[config.mk]
export PLATFORM = sky130hd
export DESIGN_NAME = edge_event_unit
export DESIGN_NICKNAME = d
export VERILOG_FILES = /design/src/rtl/edge_event_unit.sv
export SDC_FILE = /design/constraint.sdc
export NUM_CORES = 1
export LEC_CHECK = 0
export ABC_AREA = 1
export CORE_UTILIZATION = 37
export CTS_BUF_LIST = sky130_fd_sc_hd__clkbuf_4
export CTS_CLUSTER_SIZE = 20
export DETAILED_ROUTE_END_ITERATION = 6
export GPL_ROUTABILITY_DRIVEN = 0
export PLACE_DENSITY = 0.77
export SYNTH_ARGS = -nofsm -noshare
export SYNTH_HDL_FRONTEND = slang
export SYNTH_SLANG_ARGS = --single-unit
[constraint.sdc]
create_clock -name clk -period 1.15 [get_ports clk]
set_clock_uncertainty 0.2 [all_clocks]
set_input_delay 0.345 -clock clk [delete_from_list [all_inputs] [get_ports clk]]
set_output_delay 0.345 -clock clk [all_outputs]
set_load 0.005 [all_outputs]
[src/rtl/edge_event_unit.sv]
// Multi-channel event detector: synchroniser, optional debounce, mode-qualified edge pulses,
// sticky pending flags and a masked irq. Define EDGE_EVENT_DEBOUNCE_EN to build in the debounce filter.
module edge_event_unit #(
    parameter int WIDTH         = 8,
    parameter int SYNC_STAGES   = 2,
    parameter int FILTER_CYCLES = 4
) (
    input  logic               clk,
    input  logic               sync_reset,
    input  logic [WIDTH-1:0]   signal_in,
    input  logic [2*WIDTH-1:0] mode,
    input  logic [WIDTH-1:0]   irq_mask,
    input  logic               clear_valid,
    input  logic [WIDTH-1:0]   clear_mask,
    output logic [WIDTH-1:0]   level_out,
    output logic [WIDTH-1:0]   edge_pulse,
    output logic [WIDTH-1:0]   pending,
    output logic               irq
);

    if (WIDTH < 1 || SYNC_STAGES < 2 || FILTER_CYCLES < 1) begin : g_bad_params
        $error("edge_event_unit: WIDTH>=1, SYNC_STAGES>=2, FILTER_CYCLES>=1 required");
    end

    logic [WIDTH-1:0] sync_q [SYNC_STAGES];
    logic [WIDTH-1:0] sync_level;
    logic [WIDTH-1:0] filt_q;
    logic [WIDTH-1:0] filt_next;
    logic [WIDTH-1:0] rise_en;
    logic [WIDTH-1:0] fall_en;
    logic [WIDTH-1:0] edge_next;
    logic [WIDTH-1:0] pending_next;

    assign sync_level = sync_q[SYNC_STAGES-1];
    assign level_out  = filt_q;

    // NOTE: every register is written with <= so all flops sample pre-edge values, independent of statement order.
    always_ff @(posedge clk) begin
        if (sync_reset) begin
            for (int s = 0; s < SYNC_STAGES; s++) begin
                sync_q[s] <= '0;
            end
        end else begin
            sync_q[0] <= signal_in;
            for (int s = 1; s < SYNC_STAGES; s++) begin
                sync_q[s] <= sync_q[s-1];
            end
        end
    end

`ifdef EDGE_EVENT_DEBOUNCE_EN
    localparam int CNT_W = $clog2(FILTER_CYCLES) + 1;
    localparam logic [CNT_W-1:0] CNT_LAST = CNT_W'(FILTER_CYCLES - 1);

    logic [CNT_W-1:0] cnt_q    [WIDTH];
    logic [CNT_W-1:0] cnt_next [WIDTH];

    // The filtered level only follows sync after FILTER_CYCLES consecutive disagreeing cycles.
    always_comb begin
        // NOTE: defaults first so every path assigns every bit and no latch is inferred.
        filt_next = filt_q;
        for (int i = 0; i < WIDTH; i++) begin
            cnt_next[i] = '0;
            if (sync_level[i] != filt_q[i]) begin
                if (cnt_q[i] == CNT_LAST) begin
                    filt_next[i] = sync_level[i];
                end else begin
                    cnt_next[i] = cnt_q[i] + 1'b1;
                end
            end
        end
    end

    always_ff @(posedge clk) begin
        for (int i = 0; i < WIDTH; i++) begin
            if (sync_reset) begin
                cnt_q[i] <= '0;
            end else begin
                cnt_q[i] <= cnt_next[i];
            end
        end
    end
`else
    assign filt_next = sync_level;
`endif

    // Mode is looked at only when the filtered level actually moves, so mode writes alone never fire.
    always_comb begin
        rise_en = '0;
        fall_en = '0;
        for (int i = 0; i < WIDTH; i++) begin
            rise_en[i] = mode[2*i];
            fall_en[i] = mode[2*i+1];
        end
        edge_next    = (filt_next & ~filt_q & rise_en) | (~filt_next & filt_q & fall_en);
        pending_next = (pending & ~(clear_mask & {WIDTH{clear_valid}})) | edge_next;
    end

    always_ff @(posedge clk) begin
        if (sync_reset) begin
            filt_q     <= '0;
            edge_pulse <= '0;
            pending    <= '0;
            irq        <= 1'b0;
        end else begin
            filt_q     <= filt_next;
            edge_pulse <= edge_next;
            pending    <= pending_next;
            irq        <= |(pending_next & irq_mask);
        end
    end

endmodule

==> reports/results.ini, run 1 <==
[status]
status = complete, but fails checks
violations = setup timing

[synthesis]
synthXorXnorAreaFrac = 0
yosysMostFrequentCell = dfxtp_1
avgSynthCellArea_um2 = 7.906
synth_top_area_frac = 0.5800
synthTopCellsByArea = dfxtp_1 58%, nand2_1 10%, inv_1 9.3%
yosys_register_bits = 41
ys_types = 11
syn-num-nets = 222
synth_top_family_by_area = simple AND/OR/NAND/NOR gates
synth.top_cells.by_count = 41 x dfxtp_1, 39 x nand2_1, 35 x inv_1
ys_async_sr_fraction = 0
synth_compound_area_frac = 0.03183
synth_edf_count = 0
synth_warnings = 0
syn_area_um2 = 1415
synthAdderAreaFrac = 0
synthSimpleGateAreaFrac = 0.2741
synth_flop_cell = dfxtp_1
synth.area.mux_share = 0
seq_area_frac_synth = 0.5800
yosys.area.top_type = dfxtp_1
synth_cells = 179

[sta]
tightest_slew_ns = 0.2053
hold_violations = 0
relSlewSlack = 0.8629
period_share = 1.167
grt_setup_unrepaired = true
drv_slew = 0
finalCriticalPeriod_ns = 1.342
fin_ws_ns = -0.1918
finalSetupViolCount = 28
fmax_mhz = 745.3

[power_and_ir_drop]
ir_drop_mv = 0.7075
cellPowerDensity_nw_per_um2 = 1097
switchingPower_mw = 0.5869
p_leak_nw = 1.232
pwr-share-seq = 0.572
pwr-share-comb = 0.150
pwr-share-clk = 0.277
swShare = 0.2232
internal_power_mw = 2.043

[clock_tree]
path_clk_slew_ns = 0.10
htree_levels = 2
clk_path_buf_depth = 2
cts_tree = done
clock_sinks = 41
cts-root-buf = clkbuf_4
clkLatencyLatePin_ns = 0.33
cts-buffers-inserted = 5

[global_route]
grt_pass1_vias = 1257
grtUsageTotal = 0.1734
grt_overflow_total = 0
grt_pass1_wl_mm = 5.368
antenna_found_initial = 0
grt_max_degree = 13

[floorplanning]
die_y_um = 63.85
core_area_um2 = 3661
dieArea_um2 = 4076
start_util = 0.3865
io-pin-count = 68
fp.dieW_um = 63.85
rows = 22

[final_layout]
postLayoutCellArea_um2 = 2396
antenna_cells = 0
drive_above_1_share = 0.3824
synthToLayoutAreaGrowth_pct = 69.32
instances_no_fill = 320
nets = 314

[worst_setup_path]
startpoint_type = flip-flop
crit_fanout = 2
critical_path_class = flip-flop to primary output
cp_top_family = flip-flops
slowest_delay_ns = 0.36
r2r_start = level_out[1]$_SDFF_PP0_
startpoint = level_out[5]$_SDFF_PP0_
crit_required_ns = 0.60
critPathCaptureType = primary output
crit_chain = buf_2
crit_arrival_ns = 0.80
path_buf_inv = 1
cp_slowest_cell = dfxtp_2

[placed_design]
placed_area_um2 = 2243
dp_hpwl_mm = 2.355
dp_cells = 306
portBuffers = 67

[routing]
num_vias = 1383
drt-total-wl_mm = 3.289
vias_per_cell = 4.322
drc = 0
drt-initial-drc-count = 77
ant_nets = 0
wire_per_inst_um = 10.28
dr.pass1.iters = 4

[min_path]
hold_start = sync_q[0][5]$_SDFF_PP0_
hp-class = flip-flop to flip-flop

[job]
drv_cap = 0

-- through the flow --
stage	setup WS, ns	power [mW]	util	setup TNS, ns	hold slack, ns
6_report	-0.1918	2.630	0.6545	-4.511	0.2085
5_1_grt	-0.2507	2.799	0.6545	-6.011	0.2235
3_3_place_gp	-0.6561	1.900	0.6128	-18.90	0.1887
2_1_floorplan	-0.01413	1.649	-	-0.01413	0.1883
3_5_place_dp	-0.6606	1.906	0.6128	-19.53	0.1970
4_1_cts	-0.2129	2.632	0.6247	-4.943	0.2134
-- cells in the final DEF, fill, tap and decap left out --
cell type / n
nor2_1: 25
nand3_2: 13
inv_1: 31
dlymetal6s2s_1: 1
buf_2: 20
buf_4: 13
dfxtp_2: 20
nor2_4: 2
nor2_2: 2
clkdlybuf4s50_1: 36
a21oi_1: 9
nand3b_1: 3
clkbuf_4: 8
dfxtp_1: 21
nand3_1: 5
nand2_2: 7
nand2_1: 32
buf_6: 15
inv_2: 4
dlygate4sd2_1: 5
-- power by group through the flow --
stage	Clock [mW]	Sequential [mW]	Combinational [mW]
detailed placement	0	1.53	0.374
CTS	0.762	1.50	0.367
finish	0.729	1.50	0.396
global route	0.852	1.51	0.435
global placement	0	1.53	0.370
floorplan	0	1.53	0.117
-- repair_timing --
item	in CTS	in global routing
gates resized for setup	131	33
pin swaps	19	14
setup buffers	7	0
endpoints found under the setup margin	34	35
hold buffers	0	0
-- cells by family after synthesis --
group / after synthesis
AND/OR/NAND/NOR: 89
AO/OA/AOI/OAI: 9
flip-flops: 41
buffers and inverters: 40
-- final cells by class --
class                           count  area [um^2]
Multi-Input combinational cell     98        515.5
Timing Repair Buffer               90        783.3
Clock buffer                        8        60.06
Tap cell                           48        60.06
Inverter                           35        131.4
Sequential cell                    41        845.8
Fill cell                         326         1265
-- final timing paths --
path	to	slack [ns]	cells past startpoint
setup / recovery	level_out[5]	-0.19	1
hold / removal	sync_q[0][13]$_SDFF_PP0_	0.21	2
setup reg to reg	irq$_SDFF_PP0_	-0.13	7
hold reg to reg	sync_q[0][13]$_SDFF_PP0_	0.21	2
-- registers in the layout, summed over array words and instances, names as in the netlist --
register / count
irq: 1
sync_q: 16
edge_pulse: 8
level_out: 8
pending: 8
-- layer usage --
| metal | wire [um] | up-vias | GRT usage | share of wire |
|---|---|---|---|---|
| met5 | 0 | - | 0 | 0 |
| met4 | 67 | 0 | 0.09375 | 0.020 |
| met3 | 260 | 8 | 0.04821 | 0.079 |
| met2 | 1547 | 51 | 0.2726 | 0.47 |
| met1 | 1413 | 604 | 0.2130 | 0.43 |
| li1 | - | 720 | - | - |
Power figures use the tool's default switching activity.
==> run 2, diff against run 1 <==
--- a/config.mk
+++ b/config.mk
@@ -6,12 +6,14 @@
 export NUM_CORES = 1
 export LEC_CHECK = 0
 export ABC_AREA = 1
+export CORE_MARGIN = 4
 export CORE_UTILIZATION = 37
 export CTS_BUF_LIST = sky130_fd_sc_hd__clkbuf_4
 export CTS_CLUSTER_SIZE = 20
 export DETAILED_ROUTE_END_ITERATION = 6
 export GPL_ROUTABILITY_DRIVEN = 0
 export PLACE_DENSITY = 0.77
+export SKIP_CTS_REPAIR_TIMING = 1
 export SYNTH_ARGS = -nofsm -noshare
 export SYNTH_HDL_FRONTEND = slang
 export SYNTH_SLANG_ARGS = --single-unit
==> reports/results.ini, run 2 (same netlist as run 1, synthesis figures left out) <==
[status]
status = complete, but fails checks
violations = setup timing

[routing]
wire_per_inst_um = 11.40
dr.pass1.iters = 4
drc = 0
num_vias = 1356
drt-total-wl_mm = 3.613
vias_per_cell = 4.278
drt-initial-drc-count = 59
ant_nets = 0

[clock_tree]
clock_sinks = 41
clkLatencyLatePin_ns = 0.34
cts-root-buf = clkbuf_4
path_clk_slew_ns = 0.12
cts_tree = done
htree_levels = 2
clk_path_buf_depth = 2
cts-buffers-inserted = 5

[placed_design]
dp_cells = 306
portBuffers = 67
dp_hpwl_mm = 2.548

[worst_setup_path]
crit_chain = clkbuf_2
regToRegEndpoint = irq$_SDFF_PP0_
cp_slowest_cell = dfxtp_2
critPathCaptureType = primary output
startpoint_type = flip-flop
rrSetupSlack_ns = -0.13
startpoint = level_out[5]$_SDFF_PP0_
crit_arrival_ns = 0.80
reg2reg_depth = 7
crit_fanout = 3
path_buf_inv = 1
crit_end = level_out[5]
slowest_delay_ns = 0.35
crit_required_ns = 0.60
cp_top_family = flip-flops
critical_path_class = flip-flop to primary output
worstSetupPathDepth = 1
r2r_start = level_out[0]$_SDFF_PP0_

[final_layout]
drive_above_1_share = 0.3606
synthToLayoutAreaGrowth_pct = 68.35
nets = 313
largest_register = sync_q
fillers = 330
antenna_cells = 0
final_common_cell = clkdlybuf4s50_1
instances_no_fill = 317
final_cell_mix = 37 x clkdlybuf4s50_1, 33 x nand2_1, 30 x inv_1
largest_register_ffs = 16

[global_route]
grt_overflow_total = 0
antenna_found_initial = 0
grt_max_degree = 17
grtUsageTotal = 0.1388
grt_pass1_vias = 1298
grt_pass1_wl_mm = 5.437

[sta]
tightest_slew_ns = 0.2309
period_share = 1.171
finalSetupViolCount = 29
grt_setup_unrepaired = true
fmax_mhz = 742.7
hold_violations = 0
relSlewSlack = 0.8458
finalCriticalPeriod_ns = 1.346
fin_ws_ns = -0.1965
drv_slew = 0

[min_path]
hp-class = flip-flop to flip-flop

[power_and_ir_drop]
ir_drop_mv = 0.6257
power.total_mw = 2.544
pwr-share-comb = 0.158
switchingPower_mw = 0.6027
p_leak_nw = 1.242
internal_power_mw = 1.941
swShare = 0.2369
pwr-share-clk = 0.250
cellPowerDensity_nw_per_um2 = 1068
pwr-share-seq = 0.592

[job]
drv_cap = 0

[floorplanning]
io-pin-count = 68
die_y_um = 69.85
start_util = 0.3836
dieArea_um2 = 4878
core_area_um2 = 3689
fp.dieW_um = 69.85
rows = 22

[run 2: cell types whose count changed in the layout (fill, tap and decap cells not counted), moves of 2 or more]
cell	delta
nand3_2	-2
buf_4	+2
nand3_1	+2
nand2_4	+3
clkbuf_4	-3
buf_2	-18
dlymetal6s2s_1	+4
nand2_2	-4
nor2_2	-2
dlygate4sd2_1	-5
buf_6	-2
clkbuf_2	+17
nor2_1	+2
[run 2: stage by stage]
stage,setup slack (ns),cell area [um^2],setup TNS [ns],utilization,hold slack [ns]
after floorplan,-0.01413,1419,-0.01413,-,0.1883
after global placement,-0.6411,2243,-20.05,0.6082,0.1894
after detailed placement,-0.6448,2243,-20.17,0.6082,0.1927
after CTS,-0.6261,2286,-16.00,0.6197,0.2047
after global routing,-0.2277,2382,-5.732,0.6459,0.2221
final,-0.1965,2382,-4.557,0.6459,0.1922
[run 2: worst min path at each step]
stage / start / end / slack [ns] / cells past startpoint
floorplan: sync_q[0][2]$_SDFF_PP0_ / sync_q[0][10]$_SDFF_PP0_ / 0.19 / 2
global placement: sync_q[0][1]$_SDFF_PP0_ / sync_q[0][9]$_SDFF_PP0_ / 0.19 / 2
detailed placement: sync_q[0][3]$_SDFF_PP0_ / sync_q[0][11]$_SDFF_PP0_ / 0.19 / 2
CTS: sync_q[0][5]$_SDFF_PP0_ / sync_q[0][13]$_SDFF_PP0_ / 0.20 / 2
global route: sync_q[0][2]$_SDFF_PP0_ / sync_q[0][10]$_SDFF_PP0_ / 0.22 / 2
finish: sync_q[0][5]$_SDFF_PP0_ / sync_q[0][13]$_SDFF_PP0_ / 0.19 / 2
[run 2: power by group through the flow]
stage               clock network, mW  registers, mW  logic (mW)
finish                          0.636           1.51       0.402
global route                    0.708           1.51       0.441
CTS                             0.656           1.50       0.379
detailed placement                  0           1.53       0.377
global placement                    0           1.53       0.373
floorplan                           0           1.53       0.117
[run 2: routing by layer]
| metal | up-vias | routed length (um) | GRT usage |
|---|---|---|---|
| met4 | 0 | 23 | 0.03830 |
| li1 | 713 | - | - |
| met2 | 54 | 1775 | 0.2288 |
| met5 | - | 0 | 0 |
| met1 | 586 | 1423 | 0.1609 |
| met3 | 3 | 391 | 0.06522 |
[run 2: area by class of cell]
| cell class | count | area, um^2 | area share |
|---|---|---|---|
| Clock inverter | 1 | 5.005 | 0.002101 |
| Tap cell | 48 | 60.06 | 0.02521 |
| Multi-Input combinational cell | 98 | 513.0 | 0.2153 |
| Sequential cell | 41 | 845.8 | 0.3550 |
| Timing Repair Buffer | 89 | 787.0 | 0.3304 |
| Clock buffer | 5 | 37.54 | 0.01576 |
| Inverter | 35 | 133.9 | 0.05620 |
==> run 3, diff against run 2 <==
--- a/config.mk
+++ b/config.mk
@@ -6,12 +6,14 @@
 export NUM_CORES = 1
 export LEC_CHECK = 0
 export ABC_AREA = 1
+export ABC_CLOCK_PERIOD_IN_PS = 1150
 export CORE_MARGIN = 4
 export CORE_UTILIZATION = 37
 export CTS_BUF_LIST = sky130_fd_sc_hd__clkbuf_4
 export CTS_CLUSTER_SIZE = 20
 export DETAILED_ROUTE_END_ITERATION = 6
 export GPL_ROUTABILITY_DRIVEN = 0
+export MAX_ROUTING_LAYER = met4
 export PLACE_DENSITY = 0.77
 export SKIP_CTS_REPAIR_TIMING = 1
 export SYNTH_ARGS = -nofsm -noshare
==> reports/results.ini, run 3 (same netlist as run 1, synthesis figures left out) <==
[status]
status = complete, but fails checks
violations = setup timing

[floorplanning]
core_area_um2 = 3689
fp.dieW_um = 69.85
io-pin-count = 68
die_y_um = 69.85
start_util = 0.3836
dieArea_um2 = 4878
rows = 22

[final_layout]
final_cell_mix = 37 x clkdlybuf4s50_1, 33 x nand2_1, 30 x inv_1
synthToLayoutAreaGrowth_pct = 68.35
regArea_um2 = 845.8
final_common_cell = clkdlybuf4s50_1
multiInputGateArea_um2 = 513.0
drive_above_1_share = 0.3606
nets = 313
largest_register = sync_q
fillers = 330
postLayoutCellArea_um2 = 2382
antenna_cells = 0
largest_register_ffs = 16

[routing]
ant_nets = 0
num_vias = 1354
drc = 0
wire_per_inst_um = 11.42
drt-total-wl_mm = 3.621
drt-initial-drc-count = 61
dr.pass1.iters = 4
vias_per_cell = 4.271

[worst_setup_path]
path_buf_inv = 1
crit_chain = clkbuf_2
cp_top_family = flip-flops
crit_arrival_ns = 0.80
critical_path_class = flip-flop to primary output
rrSetupSlack_ns = -0.13
startpoint_type = flip-flop
slowest_delay_ns = 0.35
crit_required_ns = 0.60
critPathCaptureType = primary output
crit_fanout = 3
cp_slowest_cell = dfxtp_2

[clock_tree]
clock_sinks = 41
cts-buffers-inserted = 5
htree_levels = 2
clk_path_buf_depth = 2
cts-root-buf = clkbuf_4
cts_tree = done
clkLatencyLatePin_ns = 0.34
path_clk_slew_ns = 0.12

[power_and_ir_drop]
p_leak_nw = 1.242
internal_power_mw = 1.941
pwr-share-seq = 0.591
pwr-share-clk = 0.251
switchingPower_mw = 0.6046
ir_drop_mv = 0.6257
pwr-share-comb = 0.158
cellPowerDensity_nw_per_um2 = 1069
swShare = 0.2375
power.total_mw = 2.546

[placed_design]
dp_slack_ns = -0.6448
placed_area_um2 = 2243
portBuffers = 67
dp_hpwl_mm = 2.548

[sta]
fmax_mhz = 742.5
grt_setup_unrepaired = true
drv_slew = 0
tightest_slew_ns = 0.2309
hold_violations = 0
relSlewSlack = 0.8458
finalSetupViolCount = 29
fin_ws_ns = -0.1968
period_share = 1.171
finalCriticalPeriod_ns = 1.347

[global_route]
grt_pass1_wl_mm = 5.444
grt_overflow_total = 0
grt_pass1_vias = 1297
antenna_found_initial = 0
grt_max_degree = 17
grtUsageTotal = 0.1426

[min_path]
hp-class = flip-flop to flip-flop

[job]
drv_cap = 0

==> run 3: cell counts in the layout (fill, tap and decap cells not counted) <==
Identical to the previous run, type by type.
==> run 3: layout make-up <==
type | instances | area share
clock buffer | 5 | 0.01576
sequential | 41 | 0.3550
multi-input combinational | 98 | 0.2153
timing repair buffer | 89 | 0.3304
tap | 48 | 0.02521
inverter | 35 | 0.05620
clock inverter | 1 | 0.002101
==> run 3: power by group through the flow <==
stage	registers (mW)	clock network (mW)	logic, mW
finish	1.51	0.638	0.402
global route	1.51	0.707	0.441
CTS	1.50	0.656	0.379
detailed placement	1.53	0	0.377
global placement	1.53	0	0.373
floorplan	1.53	0	0.117
==> run 3: worst paths after layout <==
check                                              from                        to  cells after the start
worst min register to register  sync_q[0][5]$_SDFF_PP0_  sync_q[0][13]$_SDFF_PP0_                      2
worst max-delay path            level_out[5]$_SDFF_PP0_              level_out[5]                      1
worst min-delay path            sync_q[0][5]$_SDFF_PP0_  sync_q[0][13]$_SDFF_PP0_                      2
worst max register to register  level_out[0]$_SDFF_PP0_            irq$_SDFF_PP0_                      7
==> run 3: per-stage QoR <==
| step | instances | TNS [ns] | hold slack (ns) | utilization |
|---|---|---|---|---|
| after floorplan | 179 | -0.01413 | 0.1883 | - |
| after global placement | 306 | -20.05 | 0.1894 | 0.6082 |
| after detailed placement | 306 | -20.17 | 0.1927 | 0.6082 |
| after CTS | 312 | -16.00 | 0.2047 | 0.6197 |
| after global routing | 317 | -5.727 | 0.2221 | 0.6459 |
| final | 317 | -4.578 | 0.1921 | 0.6459 |
==> run 3: per-layer routing <==
layer,GRT usage,part of all wire
met3,0.06232,0.10
met4,0.03830,0.0064
met1,0.1618,0.40
met2,0.2298,0.49
met5,-,0
